## src/rtl/hc00_test_sequencer.sv

```systemverilog
// hc00_test_sequencer
// Self-test controller for a quad 2-input NAND (hc00). Walks the four input
// combinations (a,b) = 00, 01, 10, 11 across all gates in parallel, holds
// each vector for SETTLE cycles, then samples gate_y for one CHECK cycle and
// accumulates a mismatch count and a per-gate fail mask. A run ends with a
// one-cycle done pulse and a pass flag; abort returns to IDLE without done.
module hc00_test_sequencer #(
    parameter int SETTLE = 3,
    parameter int NGATE  = 4
) (
    input  logic             clk,
    input  logic             rst_n,
    input  logic             start,
    input  logic             abort,
    output logic [NGATE-1:0] gate_a,
    output logic [NGATE-1:0] gate_b,
    input  logic [NGATE-1:0] gate_y,
    output logic             busy,
    output logic             done,
    output logic             pass,
    output logic [4:0]       err_cnt,
    output logic [NGATE-1:0] fail_mask,
    output logic [1:0]       vec_idx
);

    typedef enum logic [1:0] {
        S_IDLE  = 2'd0,
        S_APPLY = 2'd1,
        S_CHECK = 2'd2,
        S_DONE  = 2'd3
    } state_t;

    // Last value of the settle counter before moving to CHECK.
    localparam logic [3:0] SETTLE_LAST = 4'(SETTLE - 1);

    state_t           r_state;
    logic [3:0]       r_settle;
    logic [NGATE-1:0] r_gate_a;
    logic [NGATE-1:0] r_gate_b;
    logic             r_busy;
    logic             r_done;
    logic             r_pass;
    logic [4:0]       r_err_cnt;
    logic [NGATE-1:0] r_fail_mask;
    logic [1:0]       r_vec_idx;

    logic [NGATE-1:0] w_expected;
    logic [NGATE-1:0] w_mism;
    logic [4:0]       w_err_next;
    logic [1:0]       w_vec_next;

    // Number of set bits in a mismatch vector; at most NGATE per vector.
    function automatic logic [4:0] popcount(input logic [NGATE-1:0] v);
        logic [4:0] c;
        c = '0;
        for (int i = 0; i < NGATE; i++) begin
            c = c + {4'd0, v[i]};
        end
        return c;
    endfunction

    // Expected NAND response for the vector on the pins and the resulting
    // mismatch/count update used by CHECK.
    always_comb begin
        w_expected = {NGATE{~(r_vec_idx[1] & r_vec_idx[0])}};
        w_mism     = gate_y ^ w_expected;
        w_err_next = r_err_cnt + popcount(w_mism);
        w_vec_next = r_vec_idx + 2'd1;
    end

    // Sequencer FSM; every output is registered here.
    always_ff @(posedge clk or negedge rst_n) begin
        if (!rst_n) begin
            r_state     <= S_IDLE;
            r_settle    <= '0;
            r_gate_a    <= '0;
            r_gate_b    <= '0;
            r_busy      <= 1'b0;
            r_done      <= 1'b0;
            r_pass      <= 1'b0;
            r_err_cnt   <= '0;
            r_fail_mask <= '0;
            r_vec_idx   <= '0;
        end else begin
            case (r_state)
                S_IDLE: begin
                    r_done   <= 1'b0;
                    r_busy   <= 1'b0;
                    r_gate_a <= '0;
                    r_gate_b <= '0;
                    if (start) begin
                        // Vector 0 is (0,0), so the pins stay low on entry.
                        r_err_cnt   <= '0;
                        r_fail_mask <= '0;
                        r_pass      <= 1'b0;
                        r_vec_idx   <= '0;
                        r_settle    <= '0;
                        r_busy      <= 1'b1;
                        r_state     <= S_APPLY;
                    end
                end

                S_APPLY: begin
                    if (abort) begin
                        r_state   <= S_IDLE;
                        r_busy    <= 1'b0;
                        r_gate_a  <= '0;
                        r_gate_b  <= '0;
                        r_vec_idx <= '0;
                        r_settle  <= '0;
                        r_pass    <= 1'b0;
                    end else if (r_settle == SETTLE_LAST) begin
                        r_settle <= '0;
                        r_state  <= S_CHECK;
                    end else begin
                        r_settle <= r_settle + 4'd1;
                    end
                end

                S_CHECK: begin
                    if (abort) begin
                        // Abort beats the final check: no done, no pass,
                        // and this cycle's sample is discarded.
                        r_state   <= S_IDLE;
                        r_busy    <= 1'b0;
                        r_gate_a  <= '0;
                        r_gate_b  <= '0;
                        r_vec_idx <= '0;
                        r_settle  <= '0;
                        r_pass    <= 1'b0;
                    end else begin
                        r_err_cnt   <= w_err_next;
                        r_fail_mask <= r_fail_mask | w_mism;
                        if (r_vec_idx == 2'd3) begin
                            r_state   <= S_DONE;
                            r_busy    <= 1'b0;
                            r_done    <= 1'b1;
                            r_gate_a  <= '0;
                            r_gate_b  <= '0;
                            r_vec_idx <= '0;
                            // Uses the count including this last vector.
                            r_pass    <= (w_err_next == 5'd0);
                        end else begin
                            r_vec_idx <= w_vec_next;
                            r_gate_a  <= {NGATE{w_vec_next[1]}};
                            r_gate_b  <= {NGATE{w_vec_next[0]}};
                            r_state   <= S_APPLY;
                        end
                    end
                end

                S_DONE: begin
                    // start is deliberately not sampled here.
                    r_done  <= 1'b0;
                    r_state <= S_IDLE;
                end

                default: begin
                    r_state <= S_IDLE;
                end
            endcase
        end
    end

    assign gate_a    = r_gate_a;
    assign gate_b    = r_gate_b;
    assign busy      = r_busy;
    assign done      = r_done;
    assign pass      = r_pass;
    assign err_cnt   = r_err_cnt;
    assign fail_mask = r_fail_mask;
    assign vec_idx   = r_vec_idx;

endmodule

```

## config.mk

```make
export PLATFORM = sky130hd
export DESIGN_NAME = hc00_test_sequencer
export DESIGN_NICKNAME = d
export VERILOG_FILES = /design/src/rtl/hc00_test_sequencer.sv
export SDC_FILE = /design/constraint.sdc
export NUM_CORES = 1
export LEC_CHECK = 0
export ABC_AREA = 1
export CAP_MARGIN = 15
export CORE_MARGIN = 2
export CORE_UTILIZATION = 54
export CTS_CLUSTER_DIAMETER = 30
export DETAILED_ROUTE_END_ITERATION = 8
export PLACE_DENSITY = 0.9
export RECOVER_POWER = 50
export SKIP_LAST_GASP = 1
export SLEW_MARGIN = 30
export SYNTH_ARGS = -nofsm -noshare
export SYNTH_HDL_FRONTEND = slang
export SYNTH_SLANG_ARGS = --single-unit
```

## constraint.sdc

```tcl
create_clock -name clk -period 4.25 [get_ports clk]
set_clock_uncertainty 0.1 [all_clocks]
set_input_delay 0.85 -clock clk [delete_from_list [all_inputs] [get_ports clk]]
set_output_delay 0.85 -clock clk [all_outputs]
set_load 0.03 [all_outputs]
```

==> impl_results.md <==
- First-pass GRT wire length: between 4 and 5 mm
- Cell taking the most area after synthesis: dfrtp_1
- Initial Utilization: 0.5601
- Routed vias: between 1k and 1.5k
- Largest net degree at the start of global routing: 23
- Main combinational cell family by area after synthesis: simple AND/OR/NAND/NOR gates
- HP Class: flop to flop
- Post-synth EDFFs: 0
- Post-synth net total: between 150 and 200
- DIE HEIGHT: 54.46 µm
- Psw: around 0.46 mW
- Initial antenna violation count: 0
- Setup tns final: 0 ps
- Clock transition at path regs: about 110 ps
- FFs w/ async S/R, synth: 1.000
- Fin crit period: 3325 ps
- Total CTS buffers: 3
- YS warnings: 0
- Met3 Use GR: 0.05464
- Busiest grt layer: met2
- Post-Synth Simple-Gate Area: 0.2247
- Worst skew pair latency: ~320 ps
- Post-Syn Area: around 1400 µm²
- Area share of the largest cell type after synthesis: 0.4004
- R2R setup slack: between 1000 and 1500 ps
- Met1 Use GR: 0.2600
- Root Driver: clkbuf_4
- GPL Wtd Cong: 0.8541
- Slew margin rel.: 0.2358
- Post-detail-place hpwl: between 2 and 2.5 mm
- Gr usage total: 0.2174
- Antenna diodes: 0
- Nature of the critical path startpoint: primary input
- Synth cell count leaders: nand2_1 (37), inv_1 (30), dfrtp_1 (22), nor2_1 (14), nand3_1 (13)
- Placed cell area: 1653 µm²
- Endpoints failing setup: 0
- Max IR drop VDD: approximately 0.46 mV
- Row count: 18
- Switch share: 0.4733
- Xor and xnor area share after synthesis: 0.03185
- Power share of the combinational group: 0.554
- Core area: 2455 µm²
- Library cells used by synthesis: 21
- Post-synthesis mux area share: 0
- Post-route clock period utilization: 0.7823
- Worst EP required: ~4400 ps
- PD cells: 579.8 nW/µm²
- Nets@finish: about 220
- TritonCTS clock tree: yes
- DR vias/cell: around 5.2
- Mapped Avg Cell Area: approximately 8 µm²
- Die area: approximately 3000 µm²
- Resized Gates After CTS: 0
- Crit path DAT: roughly 3400 ps
- Die W: between 50 and 60 µm
- Layout cell share with drive strength beyond 1: 0.04040
- Final Cell Area: ~1700 µm²
- Pint: 0.5074 mW
- RSZ-0062 raised after global routing: no
- Crit-path max FO: 2
- Post-CTS Setup Bufs: 0
- I/O pins: 30
- Worst setup EP type: flop
- Drt total wl: 2.855 mm
- ANT nets after route: 0
- Most used DFF post-synth: dfrtp_1
- Least-Margin Pin Slew: about 1100 ps
- Achievable frequency: 300.8 MHz
- Share of the yosys chip area belonging to registers: 0.4004
- DRC: 0
- Vias in the first global route: about 1.1k
- Seq pwr share: 0.325
- Number of fill cells in the layout: 195
- Hold-fix buffers, CTS: 0
- Max Root-Sink Buffers: 2
- DRT iter0 DRCs: 44
- Clock share of power: 0.122
- Clk sink count: 22
- WS Path Type: primary input to flop
- Synth area leaders: dfrtp_1 (40%), nand2_1 (10%), ha_1 (8.2%), inv_1 (8.2%), nand3_1 (4.7%)
- Drt wl/cell: ~13 µm
- Synth Register Bits: 22
- Met2 usage in global routing: 0.3715
- Most frequent cell after synthesis: nand2_1
- Synth Area in Compound Gates: 0.09372
- Syn Inst Count: approximately 170
- Port Buffer Count: 29
- Area Overhead vs Synth: 20.84%
- Status: complete, no violations
- Max Transition Viols Final: 0
- Hold Fails Final Rpt: 0
- H-tree depth: 1
- Lkg Pwr: approximately 0.82 nW
- Adder-Cell Fraction of Synth Area: 0.1256
- TritonRoute pass-1 iters: 4
- GRT overflow: 0
- MaxCap Viol Count: 0
-- layer usage --
metal,share of wire,up-vias
met1,0.42,570
met5,0,-
met2,0.52,32
li1,-,587
met4,0.0098,0
met3,0.048,3
-- flip-flops by register name, summed over array words and instances (netlist names) --
| signal | flops |
|---|---|
| r_settle | 4 |
| gate_b | 1 |
| fail_mask | 4 |
| busy | 1 |
| done | 1 |
| pass | 1 |
| gate_a | 1 |
| vec_idx | 2 |
| r_state | 2 |
| err_cnt | 5 |
-- cell families after synthesis --
kind of cell,count (synthesis)
adders and majority gates,12
and+or+nand+nor,70
buffers and inverters,39
AOI/OAI and AO/OA,24
DFF,22
xor gates and xnor gates,5
-- area by class of cell --
type / count / area [µm²] / area share
inverter: 32 / 120.1 / 0.07229
clock buffer: 4 / 36.28 / 0.02184
multi-input combinational: 111 / 633.1 / 0.3810
tap: 30 / 37.54 / 0.02259
sequential: 22 / 550.5 / 0.3313
timing repair buffer: 29 / 284.0 / 0.1709
-- power by group through the flow --
stage	Sequential [mW]	Combinational, mW	Clock [mW]
after floorplan	0.381	0.318	0
after global placement	0.309	0.533	0
after detailed placement	0.315	0.557	0
after CTS	0.312	0.561	0.120
after global routing	0.322	0.595	0.128
final	0.313	0.533	0.117
-- worst paths after layout --
path / startpoint / to / cells after the start
setup / recovery: gate_y[0] / pass / 14
hold / removal: pass / pass / 2
setup reg to reg: vec_idx[0] / pass / 14
hold reg to reg: pass / pass / 2
max in group asynchronous: rst_n / pass / 1
min in group asynchronous: rst_n / done / 1
-- through the flow --
stage / utilization / hold WS [ps] / total power [mW] / instances / setup WS (ps)
final: 0.6769 / 390.2 / 0.9634 / 228 / 925.2
after global routing: 0.6769 / 410.0 / 1.045 / 228 / 805.1
after CTS: 0.6881 / 397.0 / 0.9920 / 228 / 935.0
after detailed placement: 0.6733 / 367.2 / 0.8720 / 224 / 614.6
after global placement: 0.6733 / 366.5 / 0.8423 / 224 / 723.4
after floorplan: - / 369.4 / 0.6995 / 172 / 1164
-- placed cells by master, fill, tap and decap left out, types with 2 or more instances in the layout --
cell type / n
nor2_1: 17
inv_2: 2
nand2_1: 37
inv_1: 30
clkdlybuf4s50_1: 27
nand3_1: 13
xnor2_1: 4
fa_1: 3
o21ai_0: 8
clkbuf_4: 3
o21ai_1: 5
ha_1: 9
dfrtp_1: 22
a21oi_1: 7
o22ai_1: 4
-- critical path: stages --
cell and delay (ps):
clkdlybuf4s50_1 430, xnor2_1 210, inv_1 90, fa_1 500, inv_1 60, fa_1 450
inv_1 90, fa_1 430, inv_1 70, nor2_1 40, nand3_1 80, nor2_1 50
nand3_1 50, nand2_1 50
No activity file was read; power rests on OpenSTA's default activity.
